File: config.mk
export PLATFORM = sky130hd
export DESIGN_NAME = uart_alu_interface_flat
export DESIGN_NICKNAME = d
export VERILOG_FILES = /design/src/rtl/uart_alu_interface_if.sv /design/src/rtl/uart_alu_interface.sv /design/src/flat_wrapper.sv
export SDC_FILE = /design/constraint.sdc
export NUM_CORES = 1
export LEC_CHECK = 0
export ABC_AREA = 0
export CAP_MARGIN = 20
export CORE_MARGIN = 1
export CORE_UTILIZATION = 47
export DETAILED_ROUTE_END_ITERATION = 6
export GPL_ROUTABILITY_DRIVEN = 0
export GPL_TIMING_DRIVEN = 0
export PLACE_DENSITY = 0.86
export SKIP_CTS_REPAIR_TIMING = 1
export SYNTH_ARGS = -nofsm -noshare
export SYNTH_HDL_FRONTEND = slang
export SYNTH_SLANG_ARGS = --single-unit
File: constraint.sdc
create_clock -name i_clock -period 3.9 [get_ports i_clock]
set_input_delay 0.585 -clock i_clock [delete_from_list [all_inputs] [get_ports i_clock]]
set_output_delay 0.585 -clock i_clock [all_outputs]
set_load 0.03 [all_outputs]
File: src/rtl/uart_alu_interface_if.sv
// rtl/uart_alu_interface_if.sv - receiver/ALU/transmitter signal bundle for uart_alu_interface
// master: the framing block; slave: the UART receiver, ALU and transmitter around it.
interface uart_alu_interface_if #(
  parameter int NB_DATA = 8,
  parameter int NB_OP   = 6
);
  logic               i_rx_done_tick;
  logic [NB_DATA-1:0] i_rx_data;
  logic               i_tx_done_tick;
  logic [NB_DATA-1:0] i_alu_result;
  logic [NB_DATA-1:0] o_alu_data_a;
  logic [NB_DATA-1:0] o_alu_data_b;
  logic [NB_OP-1:0]   o_alu_op;
  logic               o_tx_start;
  logic [NB_DATA-1:0] o_tx_data;

  modport master (
    input  i_rx_done_tick, i_rx_data, i_tx_done_tick, i_alu_result,
    output o_alu_data_a, o_alu_data_b, o_alu_op, o_tx_start, o_tx_data
  );

  modport slave (
    output i_rx_done_tick, i_rx_data, i_tx_done_tick, i_alu_result,
    input  o_alu_data_a, o_alu_data_b, o_alu_op, o_tx_start, o_tx_data
  );
endinterface

File: src/rtl/uart_alu_interface.sv
// rtl/uart_alu_interface.sv - frames rx bytes into A/B/opcode, returns ALU result to tx
// Done ticks are edge-detected so a level held across many cycles counts once.
module uart_alu_interface #(
  parameter int NB_DATA  = 8,
  parameter int NB_OP    = 6,
  parameter int NB_STATE = 3
) (
  input  logic                 i_clock,
  input  logic                 i_reset,
  uart_alu_interface_if.master bus
);

  typedef enum logic [NB_STATE-1:0] {
    S_GET_A   = NB_STATE'(0),
    S_GET_B   = NB_STATE'(1),
    S_GET_OP  = NB_STATE'(2),
    S_CALC    = NB_STATE'(3),
    S_SEND    = NB_STATE'(4),
    S_WAIT_TX = NB_STATE'(5)
  } state_t;

  state_t             state_q, state_d;
  logic               rx_prev_q, tx_prev_q;
  logic [NB_DATA-1:0] alu_a_q, alu_a_d;
  logic [NB_DATA-1:0] alu_b_q, alu_b_d;
  logic [NB_OP-1:0]   alu_op_q, alu_op_d;
  logic [NB_DATA-1:0] tx_data_q, tx_data_d;
  logic               tx_start;
  logic               rx_ev, tx_ev;

  // Prev flags reset high so a done level already present at release is not an event.
  assign rx_ev = bus.i_rx_done_tick & ~rx_prev_q;
  assign tx_ev = bus.i_tx_done_tick & ~tx_prev_q;

  always_ff @(posedge i_clock) begin
    if (i_reset) begin
      state_q   <= S_GET_A;
      rx_prev_q <= 1'b1;
      tx_prev_q <= 1'b1;
      alu_a_q   <= '0;
      alu_b_q   <= '0;
      alu_op_q  <= '0;
      tx_data_q <= '0;
    end else begin
      state_q   <= state_d;
      rx_prev_q <= bus.i_rx_done_tick;
      tx_prev_q <= bus.i_tx_done_tick;
      alu_a_q   <= alu_a_d;
      alu_b_q   <= alu_b_d;
      alu_op_q  <= alu_op_d;
      tx_data_q <= tx_data_d;
    end
  end

  always_comb begin
    state_d   = state_q;
    alu_a_d   = alu_a_q;
    alu_b_d   = alu_b_q;
    alu_op_d  = alu_op_q;
    tx_data_d = tx_data_q;
    tx_start  = 1'b0;
    case (state_q)
      S_GET_A: begin
        if (rx_ev) begin
          alu_a_d = bus.i_rx_data;
          state_d = S_GET_B;
        end
      end
      S_GET_B: begin
        if (rx_ev) begin
          alu_b_d = bus.i_rx_data;
          state_d = S_GET_OP;
        end
      end
      S_GET_OP: begin
        if (rx_ev) begin
          alu_op_d = bus.i_rx_data[NB_OP-1:0];
          state_d  = S_CALC;
        end
      end
      S_CALC: begin
        tx_data_d = bus.i_alu_result;
        state_d   = S_SEND;
      end
      S_SEND: begin
        tx_start = 1'b1;
        state_d  = S_WAIT_TX;
      end
      // Bytes arriving here are dropped; only the transmitter's done edge releases us.
      S_WAIT_TX: begin
        if (tx_ev) begin
          state_d = S_GET_A;
        end
      end
      default: state_d = S_GET_A;
    endcase
  end

  assign bus.o_alu_data_a = alu_a_q;
  assign bus.o_alu_data_b = alu_b_q;
  assign bus.o_alu_op     = alu_op_q;
  assign bus.o_tx_data    = tx_data_q;
  assign bus.o_tx_start   = tx_start;

endmodule

File: src/flat_wrapper.sv
// flat-port wrapper written by rule: the top's interface ports become plain ports
module uart_alu_interface_flat 
#(
  parameter int NB_DATA  = 8,
  parameter int NB_OP    = 6,
  parameter int NB_STATE = 3
)
  (i_clock, i_reset, bus_i_rx_done_tick, bus_i_rx_data, bus_i_tx_done_tick, bus_i_alu_result, bus_o_alu_data_a, bus_o_alu_data_b, bus_o_alu_op, bus_o_tx_start, bus_o_tx_data);
  uart_alu_interface_if #(.NB_DATA(NB_DATA), .NB_OP(NB_OP)) bus_i ();
  input  logic i_clock;
  input  logic i_reset;
  input wire logic [$bits(bus_i.i_rx_done_tick)-1:0] bus_i_rx_done_tick;
  input wire logic [$bits(bus_i.i_rx_data)-1:0] bus_i_rx_data;
  input wire logic [$bits(bus_i.i_tx_done_tick)-1:0] bus_i_tx_done_tick;
  input wire logic [$bits(bus_i.i_alu_result)-1:0] bus_i_alu_result;
  output wire logic [$bits(bus_i.o_alu_data_a)-1:0] bus_o_alu_data_a;
  output wire logic [$bits(bus_i.o_alu_data_b)-1:0] bus_o_alu_data_b;
  output wire logic [$bits(bus_i.o_alu_op)-1:0] bus_o_alu_op;
  output wire logic [$bits(bus_i.o_tx_start)-1:0] bus_o_tx_start;
  output wire logic [$bits(bus_i.o_tx_data)-1:0] bus_o_tx_data;
  assign bus_i.i_rx_done_tick = bus_i_rx_done_tick;
  assign bus_i.i_rx_data = bus_i_rx_data;
  assign bus_i.i_tx_done_tick = bus_i_tx_done_tick;
  assign bus_i.i_alu_result = bus_i_alu_result;
  assign bus_o_alu_data_a = bus_i.o_alu_data_a;
  assign bus_o_alu_data_b = bus_i.o_alu_data_b;
  assign bus_o_alu_op = bus_i.o_alu_op;
  assign bus_o_tx_start = bus_i.o_tx_start;
  assign bus_o_tx_data = bus_i.o_tx_data;
  uart_alu_interface #(.NB_DATA(NB_DATA), .NB_OP(NB_OP), .NB_STATE(NB_STATE)) u_core (.i_clock(i_clock), .i_reset(i_reset), .bus(bus_i));
endmodule
==> results of run 1 <==
[synth_stat cells]
cell type / instances / area [sq um]
mux2i_1: 30 / 300.3
clkbuf_1: 4 / 15.01
buf_6: 1 / 11.26
nor2_1: 10 / 37.54
nor3b_1: 1 / 7.510
buf_2: 2 / 10.01
nor3_1: 1 / 5.000
nand3b_1: 1 / 7.510
or2_2: 2 / 12.51
and2b_2: 1 / 8.760
a22oi_1: 1 / 7.510
inv_1: 1 / 3.750
and2_1: 2 / 12.51
nor2b_1: 2 / 12.51
dfxtp_1: 35 / 700.7
or2b_1: 2 / 15.01
o21a_1: 1 / 7.510
or3b_1: 1 / 8.760
and3b_1: 1 / 8.760
o31ai_1: 1 / 7.510
nand2b_1: 31 / 193.9
nand2_1: 1 / 3.750
a31oi_1: 1 / 6.260
or3_1: 1 / 6.260
a211o_2: 1 / 10.01
[state kept, by name, indices dropped and copies added, names as in the netlist]
name,cells
u_core.bus.o_alu_op,6
u_core.tx_prev_q,1
u_core.rx_prev_q,1
u_core.state_q,3
u_core.bus.o_alu_data_a,8
u_core.bus.o_tx_data,8
u_core.bus.o_alu_data_b,8
[cells by family (layout without fill, tap and decap cells)]
family,after synthesis,in the layout,synth area share
AO/OA/AOI/OAI,5,5,0.02732
multiplexers,30,30,0.2115
AND/OR/NAND/NOR,57,57,0.2397
flip-flops,35,35,0.4934
buffers and inverters,8,65,0.02819
[per-stage QoR]
step                area, sq um  hold WS [ns]    util  setup WS [ns]
floorplan                  1420        0.4795       -          2.276
global placement           1959        0.4574  0.6985          1.678
detailed placement         1959        0.4648  0.6985          1.681
CTS                        2016        0.4873  0.7186          1.469
global route               2016        0.5046  0.7186          1.406
finish                     2016        0.4821  0.7186          1.479
[worst max path at each step]
stage	from	to
after floorplan	u_core.state_q[2]	bus_o_tx_start
after global placement	bus_i_rx_done_tick	u_core.bus.o_alu_data_a[0]
after detailed placement	bus_i_rx_done_tick	u_core.bus.o_alu_data_a[0]
after CTS	u_core.state_q[2]	bus_o_tx_start
after global routing	u_core.state_q[2]	bus_o_tx_start
final	u_core.state_q[2]	bus_o_tx_start
[layer usage]
metal  share of wire  vias to the layer above  global-route usage
met3           0.036                        8             0.04762
met5               0                        -                   0
li1                -                      559                   -
met2            0.50                       23              0.3832
met4           0.019                        0             0.08362
met1            0.45                      547              0.2518
[worst min-delay path, cell delays in order (launching register included)]
cell	delay (ns)
dfxtp_1	0.32
nand2b_1	0.06
mux2i_1	0.06
[area by class of cell]
class	count	share of cell area
sequential	35	0.3476
inverter	1	0.001862
buffer	7	0.01800
clock inverter	1	0.002483
tap	31	0.01924
clock buffer	6	0.02545
timing repair buffer	50	0.2483
multi-input combinational	92	0.3371
[report_power, final]
group	switching, mW	internal (mW)
Combinational	0.0279	0.0377
Sequential	0.00425	0.363
Clock	0.120	0.0835
==> flow_summary_export.csv, run 1 <==
group,metric,value,unit
min_path,hp-start,"u_core.bus.o_alu_data_a[5]",
setup_path,path_cells,"or2b_1, nor2_1, clkdlybuf4s50_1",
sta,worst_pin_slew,0.4127,ns
logic_synthesis,ys_types,25,
power,vdd_drop_max,0.3481,mV
detailed_routing,wl_per_cell,14.13,um
logic_synthesis,ys_seq_area_frac,0.4934,
detailed_routing,num_vias,1137,
global_routing,antenna_found_initial,0,
sta,clock_skew,0.006091,ns
setup_path,cp_top_family,"buffers and inverters",
detailed_routing,avgViaCountPerCell,5.099,
layout,n_fill_cell,225,
setup_path,crit_cells,3,
sta,slew_headroom,0.7249,
global_routing,grt_pass1_vias,1201,
sta,rsz0062_at_grt,"no",
floorplanning,rows,19,
setup_path,slowest_delay,0.68,ns
logic_synthesis,synth_nets,155,
sta,finalSetupViolCount,0,
sta,finalCriticalPeriod,2.421,ns
clock_network,cts_sinks,35,
global_routing,track_usage,0.2153,
floorplanning,die-area,0.003246,sq mm
min_path,whs_endpoint,"u_core.bus.o_alu_data_a[5]",
layout,area_growth,41.94,%
setup_path,worstPathMaxFanout,7,
place,io_buffers,50,
layout,drive_gt1_frac,0.07292,
layout,final_cell_count_no_fill,223,
sta,slew_violations,0,
layout,antennaDiodeCount,0,
clock_network,root_buffer,"clkbuf_4",
detailed_routing,routed_wl,3152,um
setup_path,r2r_slack,2.41,ns
power,p_total,0.6362,mW
global_routing,grt_first_pass_wirelength,5313,um
setup_path,rr_endpoint,"u_core.bus.o_alu_data_a[0]",
floorplanning,die_h,56.97,um
sta,fin_tns_setup,0,ns
clock_network,cts_buffers,5,
setup_path,reg2reg_from,"u_core.state_q[2]",
logic_synthesis,yosys_register_bits,35,
sta,fin_crit_sh,0.6207,
logic_synthesis,syn_inst,135,
logic_synthesis,syn_avg_cell_area,10.52,sq um
clock_network,cts_tree,"built",
clock_network,h-tree-depth,2,
setup_path,worst-setup-path-type,"register to output port",
detailed_routing,drtAntennaViolNets,0,
sta,fmax,413.1,MHz
place,detailed_place_hpwl,2365,um
logic_synthesis,yosysWarnings,0,
layout,final_cell_mix,"clkdlybuf4s50_1, dfxtp_1, nand2b_1, mux2i_1, nor2_1",
clock_network,path_clk_slew,0.10,ns
floorplanning,initial_utilization,0.5062,
power,pwr_density_cell,315.6,mW/mm^2
power,power_leakage,0.8728,nW
floorplanning,ios,51,
clock_network,clockBufferDepth,2,
setup_path,crit_required,3.31,ns
detailed_routing,dr.pass1.iters,4,
global_routing,grt_max_degree,11,
layout,multi_input_area,679.4,sq um
setup_path,crit_slowest_cell,"clkdlybuf4s50_1",
setup_path,critPathCaptureType,"output port",
min_path,hold_path_depth,2,
layout,layout_commonest_cell,"clkdlybuf4s50_1",
detailed_routing,drc,0,
detailed_routing,drtIter0Drc,23,
sta,hold_violations,0,
clock_network,clkLatencyLatePin,0.34,ns
place,dp_cells,216,
global_routing,grt-ovfl-total,0,
layout,fin_nets,212,
outcome,status,"finished, final reports clean",
layout,seq_area,700.7,sq um
setup_path,crit_arrival,1.84,ns
logic_synthesis,synthesis.area,0.001420,sq mm
job,maxCapViolations,0,
min_path,hp-class,"register to register",
setup_path,path_buf_inv,1,
setup_path,rr_worst_depth,4,
floorplanning,die_width,56.97,um
setup_path,crit_path_start_kind,"register",
floorplanning,coreArea,0.002805,sq mm
Power figures use the tool's default switching activity.
==> inputs of run 2 (changes only) <==
--- a/config.mk
+++ b/config.mk
@@ -8,11 +8,11 @@
 export ABC_AREA = 0
 export CAP_MARGIN = 20
 export CORE_MARGIN = 1
-export CORE_UTILIZATION = 47
+export CORE_UTILIZATION = 39
 export DETAILED_ROUTE_END_ITERATION = 6
 export GPL_ROUTABILITY_DRIVEN = 0
 export GPL_TIMING_DRIVEN = 0
-export PLACE_DENSITY = 0.86
+export PLACE_DENSITY = 0.77
 export SKIP_CTS_REPAIR_TIMING = 1
 export SYNTH_ARGS = -nofsm -noshare
 export SYNTH_HDL_FRONTEND = slang
==> constraint.sdc (replaced) <==
create_clock -name i_clock -period 2.2 [get_ports i_clock]
set_input_delay 0.33 -clock i_clock [delete_from_list [all_inputs] [get_ports i_clock]]
set_output_delay 0.33 -clock i_clock [all_outputs]
set_load 0.03 [all_outputs]
==> run 2 against run 1 <==
  * Routed wire length decreased by 5.0%
  * Count of clock-buffer cells in the layout increased by 2
  * Highest routed layer unchanged
  * Critical path type unchanged
  * Die area increased by 20%
  * Sequential share of layout area decreased by 0.57 points
  * Setup slack got worse by 1.0 ns
  * Critical path depth unchanged
  * Combinational power increased by 77%
  * Core utilization decreased by 12 points
  * First-iteration DRC count increased by 22%
  * Design area increased by 1.7%
  * Largest cell class unchanged
  * Via count decreased by 2.2%
==> flow_summary_export.csv, run 2 (synthesis gave the netlist of run 1 again) <==
group,metric,value,unit
sta,slew_violations,0,
setup_path,reg2reg_from,"u_core.state_q[2]",
global_routing,grt_max_degree,11,
sta,hold_violations,0,
outcome,status,"finished, final reports clean",
job,maxCapViolations,0,
layout,layout_commonest_cell,"clkdlybuf4s50_1",
sta,fin_crit_sh,0.7995,
floorplanning,coreArea,0.003416,sq mm
detailed_routing,drtIter0Drc,28,
detailed_routing,drc,0,
clock_network,root_buffer,"clkbuf_4",
setup_path,path_cells,"or2b_1, nor2_1, dlymetal6s2s_1",
sta,slew_headroom,0.7288,
power,p_total,1.161,mW
floorplanning,initial_utilization,0.4158,
floorplanning,die_width,62.35,um
setup_path,rr_endpoint,"u_core.bus.o_alu_data_a[2]",
setup_path,path_buf_inv,1,
power,power_leakage,0.8960,nW
setup_path,crit_slowest_cell,"dfxtp_1",
clock_network,h-tree-depth,2,
setup_path,crit_required,1.87,ns
sta,fin_tns_setup,0,ns
sta,clock_skew,0.01127,ns
layout,antennaDiodeCount,0,
floorplanning,ios,51,
layout,area_growth,44.32,%
clock_network,cts_tree,"built",
setup_path,slowest_delay,0.43,ns
global_routing,grt_first_pass_wirelength,5009,um
sta,finalCriticalPeriod,1.759,ns
detailed_routing,wl_per_cell,12.52,um
detailed_routing,routed_wl,2993,um
floorplanning,rows,21,
place,dp_worst_setup_slack,0.2266,ns
global_routing,antenna_found_initial,0,
global_routing,grt_pass1_vias,1073,
sta,worst_pin_slew,0.4068,ns
setup_path,crit_path_start,"u_core.state_q[2]",
setup_path,rr_worst_depth,4,
sta,rsz0062_at_grt,"no",
clock_network,clkLatencyLatePin,0.34,ns
sta,finalSetupViolCount,0,
setup_path,worst-setup-path-type,"register to output port",
setup_path,worstPathMaxFanout,7,
clock_network,cts_sinks,35,
sta,fin_ws,0.4412,ns
min_path,hp-class,"register to register",
sta,fmax,568.6,MHz
setup_path,critPathCapture,"bus_o_tx_start",
setup_path,crit_arrival,1.43,ns
floorplanning,die_h,62.35,um
detailed_routing,dr.pass1.iters,4,
detailed_routing,drtAntennaViolNets,0,
clock_network,cts_buffers,5,
setup_path,critPathCaptureType,"output port",
setup_path,crit_path_start_kind,"register",
layout,drive_gt1_frac,0.07254,
power,pwr_density_cell,566.5,mW/mm^2
floorplanning,die-area,0.003887,sq mm
layout,fin_nets,212,
place,io_buffers,50,
global_routing,track_usage,0.1681,
detailed_routing,num_vias,1112,
place,detailed_place_hpwl,2234,um
clock_network,path_clk_slew,0.10,ns
layout,final_cell_mix,"clkdlybuf4s50_1, dfxtp_1, nand2b_1, mux2i_1, nor2_1",
clock_network,clockBufferDepth,2,
detailed_routing,avgViaCountPerCell,4.653,
setup_path,crit_cells,3,
setup_path,r2r_slack,0.71,ns
power,vdd_drop_max,0.4153,mV
global_routing,grt-ovfl-total,0,
setup_path,cp_top_family,"flip-flops",
-- run 2: changes by cell type in the layout (fill, tap and decap cells not counted) --
cell             previous run  this run
clkdlybuf4s50_1            50        49
dlymetal6s2s_1              0         1
clkbuf_8                    1         2
clkbuf_1                    4         5
clkinv_2                    1         0
-- run 2: worst reg2reg max path: stages, from the launching register on --
cell     delay (ns)
dfxtp_1        0.37
or3b_1         0.40
or3_1          0.33
buf_6          0.16
mux2i_1        0.13
-- run 2: worst min-delay path by stage --
stage	from	to	slack, ns	cells past startpoint
floorplan	bus_i_rx_done_tick	u_core.rx_prev_q	0.44	1
global placement	u_core.bus.o_alu_data_b[6]	u_core.bus.o_alu_data_b[6]	0.46	2
detailed placement	u_core.bus.o_alu_op[1]	u_core.bus.o_alu_op[1]	0.46	2
CTS	u_core.bus.o_alu_op[0]	u_core.bus.o_alu_op[0]	0.48	2
global route	u_core.bus.o_alu_data_a[7]	u_core.bus.o_alu_data_a[7]	0.50	2
finish	u_core.bus.o_alu_op[0]	u_core.bus.o_alu_op[0]	0.48	2
-- run 2: where the power goes --
group / total, mW / leakage, nW / internal [mW] / switching [mW]
clock network: 0.395 / 0.0386 / 0.188 / 0.207
registers: 0.650 / 0.283 / 0.643 / 0.00695
logic: 0.116 / 0.574 / 0.0667 / 0.0488
total: 1.16 / 0.896 / 0.898 / 0.263
-- run 2: layer usage --
| metal | GRT usage | vias up | wire length [um] | part of all wire |
|---|---|---|---|---|
| met5 | 0 | - | 0 | 0 |
| met4 | 0.08721 | 0 | 65 | 0.022 |
| met3 | 0.05699 | 6 | 196 | 0.065 |
| met2 | 0.2775 | 36 | 1422 | 0.48 |
| met1 | 0.1918 | 504 | 1308 | 0.44 |
| li1 | - | 566 | - | - |
-- run 2: layout make-up --
cell class,instances,area (sq um)
sequential,35,700.7
timing repair buffer,50,503.0
tap,46,57.56
multi-input combinational,92,679.4
clock buffer,8,68.82
fill,317,1366
buffer,7,36.28
inverter,1,3.754
-- run 2: metrics by stage --
| stage | utilization | std cells | hold slack (ns) | instance area (sq um) |
|---|---|---|---|---|
| 3_3_place_gp | 0.5791 | 231 | 0.4587 | 1978 |
| 4_1_cts | 0.5993 | 239 | 0.4826 | 2047 |
| 3_5_place_dp | 0.5791 | 231 | 0.4603 | 1978 |
| 2_1_floorplan | - | 135 | 0.4366 | 1420 |
| 6_report | 0.6000 | 239 | 0.4792 | 2049 |
| 5_1_grt | 0.6000 | 239 | 0.5009 | 2049 |
